<file path="src/rtl/ps2_defs.sv">
`default_nettype none
`timescale 1ns/1ps
// ============================================================================
//  Module   : ps2_defs (package)
//  Purpose  : Shared definitions for the PS/2 host transmitter: FSM state
//             encoding, keyboard command bytes and the parity helper.
//  Revision : 1.0  initial release
// ============================================================================
package ps2_defs;

    typedef enum logic [2:0] {
        ST_IDLE        = 3'd0,
        ST_INHIBIT     = 3'd1,
        ST_REQ         = 3'd2,
        ST_SEND        = 3'd3,
        ST_ACK_RELEASE = 3'd4,
        ST_DONE        = 3'd5,
        ST_ERR         = 3'd6
    } ps2_tx_state_t;

    localparam logic [7:0] CMD_SET_LEDS = 8'hED;
    localparam logic [7:0] CMD_ECHO     = 8'hEE;
    localparam logic [7:0] CMD_RESET    = 8'hFF;
    localparam logic [7:0] CMD_ENABLE   = 8'hF4;
    localparam logic [7:0] RESP_ACK     = 8'hFA;

    // PS/2 uses odd parity: the parity bit makes the total count of ones odd.
    function automatic logic odd_parity(input logic [7:0] data);
        return ~^data;
    endfunction

endpackage
`default_nettype wire

</file>
<file path="src/rtl/ps2_line_filter.sv">
`default_nettype none
`timescale 1ns/1ps
// ============================================================================
//  Module   : ps2_line_filter
//  Purpose  : Conditions one raw PS/2 line: 2-flop synchronizer followed by a
//             debounce that accepts a new level only after FILTER_LEN
//             consecutive synchronized samples at that level.
//  Ports    : clk      system clock
//             rst_n    asynchronous active-low reset
//             i_line   raw pin level
//             o_level  filtered level (idles high)
//             o_fall   one-cycle pulse on a filtered 1 -> 0 transition
//  Revision : 1.0  initial release
// ============================================================================
module ps2_line_filter #(
    parameter int FILTER_LEN = 8
) (
    input  logic clk,
    input  logic rst_n,
    input  logic i_line,
    output logic o_level,
    output logic o_fall
);

    localparam int              CW         = $clog2(FILTER_LEN + 1);
    localparam logic [CW-1:0]   C_CNT_LAST = CW'(FILTER_LEN - 1);

    logic          r_meta;
    logic          r_sync;
    logic          r_level;
    logic          r_fall;
    logic [CW-1:0] r_cnt;

    // Sync and filter reset to 1 so an idle bus does not look like an edge.
    always_ff @(posedge clk or negedge rst_n) begin
        if (!rst_n) begin
            r_meta  <= 1'b1;
            r_sync  <= 1'b1;
            r_level <= 1'b1;
            r_fall  <= 1'b0;
            r_cnt   <= '0;
        end else begin
            r_meta <= i_line;
            r_sync <= r_meta;
            r_fall <= 1'b0;
            if (r_sync == r_level) begin
                // Any sample agreeing with the current level restarts the run.
                r_cnt <= '0;
            end else if (r_cnt == C_CNT_LAST) begin
                r_level <= r_sync;
                r_cnt   <= '0;
                r_fall  <= ~r_sync;
            end else begin
                r_cnt <= r_cnt + CW'(1);
            end
        end
    end

    assign o_level = r_level;
    assign o_fall  = r_fall;

endmodule
`default_nettype wire

</file>
<file path="src/rtl/ps2_host_tx.sv">
`default_nettype none
`timescale 1ns/1ps
// ============================================================================
//  Module   : ps2_host_tx
//  Purpose  : PS/2 host-to-device transmitter. Runs the request-to-send
//             sequence, shifts one command byte plus odd parity and stop bit
//             out on device-generated clocks and checks the device ACK.
//  Ports    : clk           system clock
//             rst_n         asynchronous active-low reset
//             i_tx_start    one-cycle request, i_tx_data sampled with it
//             i_tx_data     command byte
//             i_ps2_clk     raw PS2_CLK pin level
//             i_ps2_dat     raw PS2_KBDAT pin level
//             o_ps2_clk_oe  1 = pull PS2_CLK low, 0 = release
//             o_ps2_dat_oe  1 = pull PS2_KBDAT low, 0 = release
//             o_tx_busy     transmission in progress
//             o_tx_done     one-cycle pulse on device ACK
//             o_tx_error    one-cycle pulse on NACK or timeout
//             o_tx_nack     with o_tx_error: 1 = NACK, 0 = timeout
//  Revision : 1.0  initial release
// ============================================================================
module ps2_host_tx
    import ps2_defs::*;
#(
    parameter int INHIBIT_CYCLES = 5000,
    parameter int REQ_CYCLES     = 8,
    parameter int TIMEOUT_CYCLES = 750000,
    parameter int FILTER_LEN     = 8
) (
    input  logic       clk,
    input  logic       rst_n,
    input  logic       i_tx_start,
    input  logic [7:0] i_tx_data,
    input  logic       i_ps2_clk,
    input  logic       i_ps2_dat,
    output logic       o_ps2_clk_oe,
    output logic       o_ps2_dat_oe,
    output logic       o_tx_busy,
    output logic       o_tx_done,
    output logic       o_tx_error,
    output logic       o_tx_nack
);

    localparam int CNT_MAX = (INHIBIT_CYCLES > REQ_CYCLES) ? INHIBIT_CYCLES : REQ_CYCLES;
    localparam int CW      = $clog2(CNT_MAX + 1);
    localparam int TW      = $clog2(TIMEOUT_CYCLES + 1);

    localparam logic [CW-1:0] C_INH_LAST = CW'(INHIBIT_CYCLES - 1);
    localparam logic [CW-1:0] C_REQ_LAST = CW'(REQ_CYCLES - 1);
    localparam logic [TW-1:0] C_TMO_LAST = TW'(TIMEOUT_CYCLES - 1);

    ps2_tx_state_t r_state;
    ps2_tx_state_t w_state_next;

    logic [9:0]    r_frame;     // {stop, parity, data[7:0]}, shifted LSB first
    logic [3:0]    r_bit_idx;   // falling edges seen in SEND
    logic [CW-1:0] r_cnt;
    logic [TW-1:0] r_tmo;
    logic          r_dat_drv;   // pull data low while in SEND
    logic          r_nack;

    logic w_clk_level;
    logic w_clk_fall;
    logic w_dat_level;
    logic w_dat_fall_unused;
    logic w_timeout;

    ps2_line_filter #(.FILTER_LEN(FILTER_LEN)) u_clk_filter (
        .clk     (clk),
        .rst_n   (rst_n),
        .i_line  (i_ps2_clk),
        .o_level (w_clk_level),
        .o_fall  (w_clk_fall)
    );

    ps2_line_filter #(.FILTER_LEN(FILTER_LEN)) u_dat_filter (
        .clk     (clk),
        .rst_n   (rst_n),
        .i_line  (i_ps2_dat),
        .o_level (w_dat_level),
        .o_fall  (w_dat_fall_unused)
    );

    always_ff @(posedge clk or negedge rst_n) begin
        if (!rst_n) begin
            r_state <= ST_IDLE;
        end else begin
            r_state <= w_state_next;
        end
    end

    // Next state and outputs. All outputs decode the state register, so an
    // asynchronous reset releases both lines immediately.
    always_comb begin
        w_state_next = r_state;
        w_timeout    = (r_tmo == C_TMO_LAST);
        o_ps2_clk_oe = 1'b0;
        o_ps2_dat_oe = 1'b0;
        o_tx_busy    = 1'b1;
        o_tx_done    = 1'b0;
        o_tx_error   = 1'b0;
        o_tx_nack    = r_nack;

        case (r_state)
            ST_IDLE: begin
                o_tx_busy = 1'b0;
                if (i_tx_start) begin
                    w_state_next = ST_INHIBIT;
                end
            end
            ST_INHIBIT: begin
                o_ps2_clk_oe = 1'b1;
                if (r_cnt == C_INH_LAST) begin
                    w_state_next = ST_REQ;
                end
            end
            ST_REQ: begin
                o_ps2_clk_oe = 1'b1;
                o_ps2_dat_oe = 1'b1;
                if (r_cnt == C_REQ_LAST) begin
                    w_state_next = ST_SEND;
                end
            end
            ST_SEND: begin
                o_ps2_dat_oe = r_dat_drv;
                // Timeout wins over an edge arriving in the same cycle.
                if (w_timeout) begin
                    w_state_next = ST_ERR;
                end else if (w_clk_fall && (r_bit_idx == 4'd10)) begin
                    w_state_next = w_dat_level ? ST_ERR : ST_ACK_RELEASE;
                end
            end
            ST_ACK_RELEASE: begin
                if (w_timeout) begin
                    w_state_next = ST_ERR;
                end else if (w_clk_level && w_dat_level) begin
                    w_state_next = ST_DONE;
                end
            end
            ST_DONE: begin
                o_tx_busy    = 1'b0;
                o_tx_done    = 1'b1;
                w_state_next = ST_IDLE;
            end
            ST_ERR: begin
                o_tx_busy    = 1'b0;
                o_tx_error   = 1'b1;
                w_state_next = ST_IDLE;
            end
            default: begin
                o_tx_busy    = 1'b0;
                w_state_next = ST_IDLE;
            end
        endcase
    end

    always_ff @(posedge clk or negedge rst_n) begin
        if (!rst_n) begin
            r_frame   <= '0;
            r_bit_idx <= '0;
            r_cnt     <= '0;
            r_tmo     <= '0;
            r_dat_drv <= 1'b0;
            r_nack    <= 1'b0;
        end else begin
            case (r_state)
                ST_IDLE: begin
                    r_dat_drv <= 1'b0;
                    r_cnt     <= '0;
                    if (i_tx_start) begin
                        r_frame <= {1'b1, odd_parity(i_tx_data), i_tx_data};
                        r_nack  <= 1'b0;
                    end
                end
                ST_INHIBIT: begin
                    r_cnt <= (r_cnt == C_INH_LAST) ? '0 : r_cnt + CW'(1);
                end
                ST_REQ: begin
                    r_cnt     <= r_cnt + CW'(1);
                    r_bit_idx <= '0;
                    r_tmo     <= '0;
                    // Start bit stays driven into SEND until the first edge.
                    r_dat_drv <= 1'b1;
                end
                ST_SEND: begin
                    r_tmo <= r_tmo + TW'(1);
                    if (!w_timeout && w_clk_fall) begin
                        r_bit_idx <= r_bit_idx + 4'd1;
                        if (r_bit_idx <= 4'd9) begin
                            r_dat_drv <= ~r_frame[r_bit_idx];
                        end else begin
                            r_dat_drv <= 1'b0;
                            r_nack    <= w_dat_level;
                        end
                    end
                end
                ST_ACK_RELEASE: begin
                    r_tmo     <= r_tmo + TW'(1);
                    r_dat_drv <= 1'b0;
                end
                default: begin
                    r_dat_drv <= 1'b0;
                end
            endcase
        end
    end

endmodule
`default_nettype wire
</file>
<file path="config.mk">
export PLATFORM = sky130hd
export DESIGN_NAME = ps2_host_tx
export DESIGN_NICKNAME = d
export VERILOG_FILES = /design/src/rtl/ps2_defs.sv /design/src/rtl/ps2_line_filter.sv /design/src/rtl/ps2_host_tx.sv
export SDC_FILE = /design/constraint.sdc
export NUM_CORES = 1
export LEC_CHECK = 0
export BUFFER_PORTS_ARGS = -buffer_cell sky130_fd_sc_hd__buf_2
export CAP_MARGIN = 0
export CORE_AREA = 8 8 91 93
export CTS_CLUSTER_DIAMETER = 60
export DETAILED_ROUTE_END_ITERATION = 7
export DIE_AREA = 0 0 99 101
export GPL_TIMING_DRIVEN = 0
export PLACE_DENSITY = 0.74
export SYNTH_ARGS = -nofsm -noshare
export SYNTH_HDL_FRONTEND = slang
export SYNTH_HIERARCHICAL = 1
export SYNTH_SLANG_ARGS = --single-unit
export TNS_END_PERCENT = 100
</file>
<file path="constraint.sdc">
create_clock -name clk -period 2 [get_ports clk]
set_clock_uncertainty 0.1 [all_clocks]
set_input_delay 0.4 -clock clk [delete_from_list [all_inputs] [get_ports clk]]
set_output_delay 0.4 -clock clk [all_outputs]
set_load 0.01 [all_outputs]
</file>
==> flow_metrics.py, run 1 <==
metrics = {
    "pwr": {
        "p_per_area_mw_per_mm2": 1220,
        "vdd_drop_max_mv": 0.779,
        "leakage_nw": 1.95,
    },
    "route": {
        "num_vias": 2937,
        "viasPerCell": 5.92,
        "routed_wl_mm": 7.82,
        "ant_nets": 0,
        "drc_errors": 0,
        "drt_iter0_markers": 200,
        "wl_per_cell_microns": 15.8,
        "drtPass1Iterations": 4,
    },
    "outcome": {
        "violations": "negative setup slack",
        "status": "complete, but fails checks",
    },
    "layout": {
        "fin_cells": 496,
        "area_delta_synth_final_pct": 21.4,
        "final_area_sq_mm": 0.00436,
        "nNetsFinal": 430,
        "final_cell_mix": "54 x nand2_1, 54 x dfrtp_1, 19 x nor2_1",
        "nFillCells": 538,
        "n_antenna_cell": 0,
        "drive_gt1_frac": 0.251,
    },
    "floorplanning": {
        "std_cell_rows": 31,
        "dieArea_sq_mm": 0.0100,
        "core_area_sq_mm": 0.00694,
        "start_util": 0.518,
        "dieHeight_microns": 101,
        "die_w_microns": 99,
        "io_pins": 19,
    },
    "sta": {
        "setup_viol": 1,
        "slew_headroom": 0.457,
        "hold_violations": 0,
        "rsz0062_at_grt": "yes",
        "max_freq_mhz": 498,
        "min_period_over_period": 1.00,
        "tightest_slew_ps": 815,
        "slew_viol_final": 0,
        "hold_slack_ps": 35.8,
        "period_minus_slack_ps": 2010,
        "finalWorstSetupSlack_ps": -8.47,
    },
    "placed_design": {
        "gp_congestion": 0.860,
        "placed_area_sq_mm": 0.00380,
        "io_buffers": 18,
        "dpl.cell_count": 464,
        "dpl.hpwl_mm": 5.36,
    },
    "grt": {
        "grt_pass1_vias": 2912,
        "gr-total-overflow": 0,
        "track_usage": 0.166,
        "grt_pass1_wl_mm": 13.4,
        "grt_max_degree": 68,
        "grt_antenna_before_repair": 0,
    },
    "flow_run": {
        "drv_cap": 0,
    },
    "setup_path": {
        "end_kind": "flop",
        "worstPathRequired_ps": 2120,
        "r2r-start": "r_cnt[1]$_DFFE_PN0P_",
        "path_max_fanout": 4,
        "crit_type": "flop to flop",
        "cp.arrival_ps": 2120,
        "cp-start-kind": "flop",
        "crit_start": "r_cnt[1]$_DFFE_PN0P_",
    },
    "clock_network": {
        "clk_pin_slew_worst_paths_ps": 80,
        "cts_made_buffers": 9,
        "cts_max_path_buffers": 2,
        "postCtsHoldBufs": 0,
        "cts_tree": "done",
        "insertion_delay_ps": 340,
        "cts_sinks": 67,
        "cts_root_buf": "clkbuf_8",
        "cts-htree-levels": 3,
    },
    "logic_synthesis": {
        "synth-warning-count": 6,
        "synth_nets": 385,
        "netlist_instances": 364,
        "syn_area_per_cell_sq_um": 9.88,
        "syn-cell-area_sq_mm": 0.00360,
    },
    "min_path": {
        "hold_class": "input port to async pin",
    },
}
-- flip-flops by register name (all words and copies together) (netlist names) --
register and flops:
r_tmo 20, r_cnt 13, r_frame 10, r_bit_idx 4
u_clk_filter/r_cnt 4, u_dat_filter/r_cnt 4, r_state 3, o_tx_nack 1
r_dat_drv 1, u_clk_filter/o_fall 1, u_clk_filter/o_level 1, u_clk_filter/r_meta 1
u_clk_filter/r_sync 1, u_dat_filter/o_level 1, u_dat_filter/r_meta 1, u_dat_filter/r_sync 1
-- metal layers --
layer / wire length, microns / global-route usage
met4: 158 / 0.0685
met5: 0 / 0
met2: 3770 / 0.269
met1: 3560 / 0.207
met3: 324 / 0.0407
-- path summary, 6_finish.rpt --
kind	end	slack (ps)	cells after the start
min in group clk	u_clk_filter/r_meta$_DFF_PN1_	50	1
max in group asynchronous	r_tmo[4]$_DFFE_PN0P_	1150	1
setup / recovery	r_state[0]$_DFFE_PN0P_	-8	6
hold reg to reg	u_dat_filter/r_sync$_DFF_PN1_	260	0
setup reg to reg	r_state[0]$_DFFE_PN0P_	-8	6
hold / removal	r_tmo[17]$_DFFE_PN0P_	40	1
-- per-stage QoR --
| step | worst slack, ps | utilization | power (mW) | setup TNS, ps |
|---|---|---|---|---|
| finish | -8.47 | 0.629 | 5.34 | -8.47 |
| global route | -72.9 | 0.629 | 5.72 | -276 |
| CTS | 3.74 | 0.601 | 5.09 | 0 |
| detailed placement | -209 | 0.547 | 3.56 | -1300 |
| global placement | -180 | 0.547 | 3.49 | -542 |
| floorplan | 31.7 | - | 3.07 | 0 |
-- cell type report --
type,count,area (sq um),area share
timing repair buffer,34,213,0.0487
buffer,12,98.8,0.0226
clock buffer,10,138,0.0315
tap,82,103,0.0235
sequential,67,1690,0.388
multi-input combinational,274,1960,0.450
inverter,11,45.0,0.0103
clock inverter,6,113,0.0258
-- power by group --
| group | switching, mW | total, mW | internal, mW |
|---|---|---|---|
| clock | 0.512 | 1.38 | 0.864 |
| combinational | 1.10 | 2.02 | 0.920 |
| sequential | 0.298 | 1.95 | 1.65 |
| total | 1.91 | 5.34 | 3.43 |
-- critical path, stage by stage (launching register included) --
cell and delay [ps]:
dfrtp_1 420, ha_4 170, nor4bb_4 240, a41o_1 290, a21o_1 170, and3_4 210
mux2_4 290
-- repair_timing --
action,in CTS,in global routing
resized for setup,26,32
endpoints found under the setup margin,22,23
pin swaps,4,11
buffers inserted,4,12
(Power assumes the default switching activity.)
==> inputs of run 2 (changes only) <==
--- a/config.mk
+++ b/config.mk
@@ -7,14 +7,12 @@
 export LEC_CHECK = 0
 export BUFFER_PORTS_ARGS = -buffer_cell sky130_fd_sc_hd__buf_2
 export CAP_MARGIN = 0
-export CORE_AREA = 8 8 91 93
+export CORE_AREA = 8 8 90 92
 export CTS_CLUSTER_DIAMETER = 60
 export DETAILED_ROUTE_END_ITERATION = 7
-export DIE_AREA = 0 0 99 101
-export GPL_TIMING_DRIVEN = 0
+export DIE_AREA = 0 0 98 100
 export PLACE_DENSITY = 0.74
 export SYNTH_ARGS = -nofsm -noshare
 export SYNTH_HDL_FRONTEND = slang
-export SYNTH_HIERARCHICAL = 1
 export SYNTH_SLANG_ARGS = --single-unit
 export TNS_END_PERCENT = 100
==> run 2 against run 1 <==
Effect of this change: the run still ends with negative setup slack left; sequential power shrank 8%; worst setup slack worse by 21 ps; sequential share of layout area is 0.20 points lower; cell area up 0.14%; first-iteration DRC count is 22% lower; non-clock buffer count is 18 higher; critical path depth up 1; sequential cell count stayed put; combinational power hardly changed; power fell by 6.0%; critical endpoint is now r_dat_drv$_DFFE_PN0P_.
==> flow_metrics.py, run 2 <==
metrics = {
    "outcome": {
        "status": "complete, but fails checks",
        "violations": "negative setup slack",
    },
    "layout": {
        "nFillCells": 519,
        "reg_top3": "r_tmo: 20 flops, r_cnt: 13 flops, r_frame: 10 flops",
        "area_delta_synth_final_pct": 22.1,
        "nNetsFinal": 451,
        "largest_reg_flops": 20,
        "fin_cells": 515,
        "drive_gt1_frac": 0.267,
        "final_cell_mix": "59 x dfrtp_1, 54 x nand2_1, 41 x buf_4",
        "final_common_cell": "dfrtp_1",
        "n_antenna_cell": 0,
        "largest_register": "r_tmo",
        "final_area_sq_mm": 0.00437,
    },
    "placed_design": {
        "placed_area_sq_mm": 0.00403,
        "io_buffers": 18,
        "dpl.hpwl_mm": 5.42,
        "dp_slack_ps": -38.0,
        "gp_congestion": 0.845,
        "dpl.cell_count": 495,
    },
    "route": {
        "num_vias": 2979,
        "drc_errors": 0,
        "drt_iter0_markers": 157,
        "drtPass1Iterations": 5,
        "viasPerCell": 5.78,
        "ant_nets": 0,
        "routed_wl_mm": 7.91,
        "wl_per_cell_microns": 15.4,
    },
    "grt": {
        "track_usage": 0.165,
        "grt_pass1_vias": 2967,
        "grt_antenna_before_repair": 0,
        "grt_pass1_wl_mm": 13.4,
        "gr-total-overflow": 0,
        "grt_max_degree": 68,
    },
    "pwr": {
        "p_per_area_mw_per_mm2": 1150,
        "swShare": 0.359,
        "p_switching_mw": 1.80,
        "leakage_nw": 1.97,
        "combinationalPowerShare": 0.400,
        "clkPwrFrac": 0.244,
        "p_total_mw": 5.02,
        "intPower_mw": 3.22,
        "vdd_drop_max_mv": 0.597,
        "seq_power_share": 0.356,
    },
    "logic_synthesis": {
        "synth_most_common_cell": "dfrtp_1",
        "syn_area_per_cell_sq_um": 9.75,
        "synth_edf_count": 0,
        "synthArstFlopShare": 1.00,
        "yosys.area.top_type_share": 0.427,
        "synth_nets": 388,
        "synth.yosys.seq_area_share": 0.471,
        "ys_top_cells_by_area": "dfrtp_1 43%, nand2_1 5.7%, dfstp_2 4.4%",
        "synth-warning-count": 0,
        "ys_seq_elements": 67,
        "yosysTopAreaCell": "dfrtp_1",
        "synthFlopType": "dfrtp_1",
        "netlist_instances": 367,
        "synthTopCellsByCount": "61 x dfrtp_1, 54 x nand2_1, 24 x nor2_1",
        "synth_cell_types": 56,
        "syn-cell-area_sq_mm": 0.00358,
    },
    "sta": {
        "setup_viol": 2,
        "period_minus_slack_ps": 2030,
        "max_freq_mhz": 493,
        "slew_headroom": 0.745,
        "finalWorstSetupSlack_ps": -29.0,
        "min_period_over_period": 1.01,
        "rsz0062_at_grt": "yes",
        "hold_violations": 0,
        "slew_viol_final": 0,
        "tightest_slew_ps": 382,
        "hold_slack_ps": 54.9,
    },
    "floorplanning": {
        "start_util": 0.539,
        "io_pins": 19,
        "dieArea_sq_mm": 0.00980,
        "dieHeight_microns": 100,
        "die_w_microns": 98,
        "std_cell_rows": 30,
        "core_area_sq_mm": 0.00664,
    },
    "setup_path": {
        "crit_type": "flop to flop",
        "cp-start-kind": "flop",
        "path_max_fanout": 6,
        "worstPathRequired_ps": 2140,
        "r2r_end": "r_dat_drv$_DFFE_PN0P_",
        "end_kind": "flop",
        "r2r_slack_ps": -30,
        "r2r-start": "r_tmo[1]$_DFFE_PN0P_",
        "rr_worst_depth": 7,
        "cp.arrival_ps": 2170,
    },
    "flow_run": {
        "drv_cap": 0,
    },
    "clock_network": {
        "cts_tree": "done",
        "cts_sinks": 67,
        "cts-htree-levels": 3,
        "cts_max_path_buffers": 2,
        "insertion_delay_ps": 340,
        "cts_root_buf": "clkbuf_8",
        "cts_made_buffers": 9,
        "clk_pin_slew_worst_paths_ps": 80,
    },
    "min_path": {
        "hold_start": "i_ps2_dat",
        "hold_depth": 1,
        "hold_class": "input port to flop",
        "holdPathEnd": "u_dat_filter.r_meta$_DFF_PN1_",
    },
}
-- run 2: layout make-up --
| type | count | area, sq um | area share |
|---|---|---|---|
| multi-input combinational | 275 | 1840 | 0.422 |
| sequential | 67 | 1690 | 0.386 |
| timing repair buffer | 64 | 470 | 0.108 |
| clock buffer | 9 | 124 | 0.0283 |
| tap | 80 | 100 | 0.0229 |
| clock inverter | 7 | 92.6 | 0.0212 |
| inverter | 13 | 52.6 | 0.0120 |
-- run 2: routing by layer --
metal | share of wire | GRT usage | up-vias | wire, microns
met3 | 0.030 | 0.0291 | 15 | 235
li1 | - | - | 1453 | -
met2 | 0.49 | 0.273 | 60 | 3840
met4 | 0.020 | 0.0911 | 0 | 158
met1 | 0.47 | 0.201 | 1451 | 3680
met5 | 0 | 0 | - | 0
-- run 2: power by group through the flow --
stage               Clock (mW)  Combinational, mW  Sequential (mW)
finish                    1.23               2.01             1.79
global route              1.31               2.21             1.81
CTS                       1.25               1.90             1.78
detailed placement           0               1.82             1.80
global placement             0               1.76             1.79
floorplan                    0               1.20             1.78
-- run 2: cell families after synthesis --
| group | Yosys count | share of synthesized area |
|---|---|---|
| and+or+nand+nor | 157 | 0.223 |
| AOI/OAI and AO/OA | 77 | 0.142 |
| DFF | 67 | 0.471 |
| buffers and inverters | 25 | 0.0395 |
| xor gates and xnor gates | 20 | 0.0490 |
| muxes | 13 | 0.0472 |
| adders and majority gates | 8 | 0.0280 |
-- run 2: worst max-delay path by stage --
stage | end | depth (start not counted) | from
2_1_floorplan | r_bit_idx[0]$_DFFE_PN0P_ | 5 | r_tmo[11]$_DFFE_PN0P_
3_3_place_gp | r_dat_drv$_DFFE_PN0P_ | 5 | r_bit_idx[0]$_DFFE_PN0P_
4_1_cts | r_state[0]$_DFFE_PN0P_ | 6 | r_tmo[11]$_DFFE_PN0P_
5_1_grt | r_bit_idx[0]$_DFFE_PN0P_ | 6 | r_tmo[11]$_DFFE_PN0P_
3_5_place_dp | r_dat_drv$_DFFE_PN0P_ | 5 | r_bit_idx[0]$_DFFE_PN0P_
6_report | r_dat_drv$_DFFE_PN0P_ | 7 | r_tmo[1]$_DFFE_PN0P_
-- run 2: timing repair --
item | CTS | global route
hold endpoints to repair | 61 | 0
resized for setup | 5 | 15
pin swaps | 1 | 5
setup buffers | 2 | 1
setup endpoints to repair | 6 | 9
hold buffers | 1 | 0
-- run 2: critical path, stage by stage (launching register included) --
cell     delay, ps
dfrtp_1        400
ha_2           190
and3_4         180
nand4_1        200
o21ai_2        120
buf_4          170
or4_1          500
o41ai_1         70
-- run 2: metrics by stage --
step | utilization | setup TNS [ps]
2_1_floorplan | - | 0
3_3_place_gp | 0.606 | 0
3_5_place_dp | 0.606 | -38.0
4_1_cts | 0.645 | 0
5_1_grt | 0.658 | -434
6_report | 0.658 | -44.4
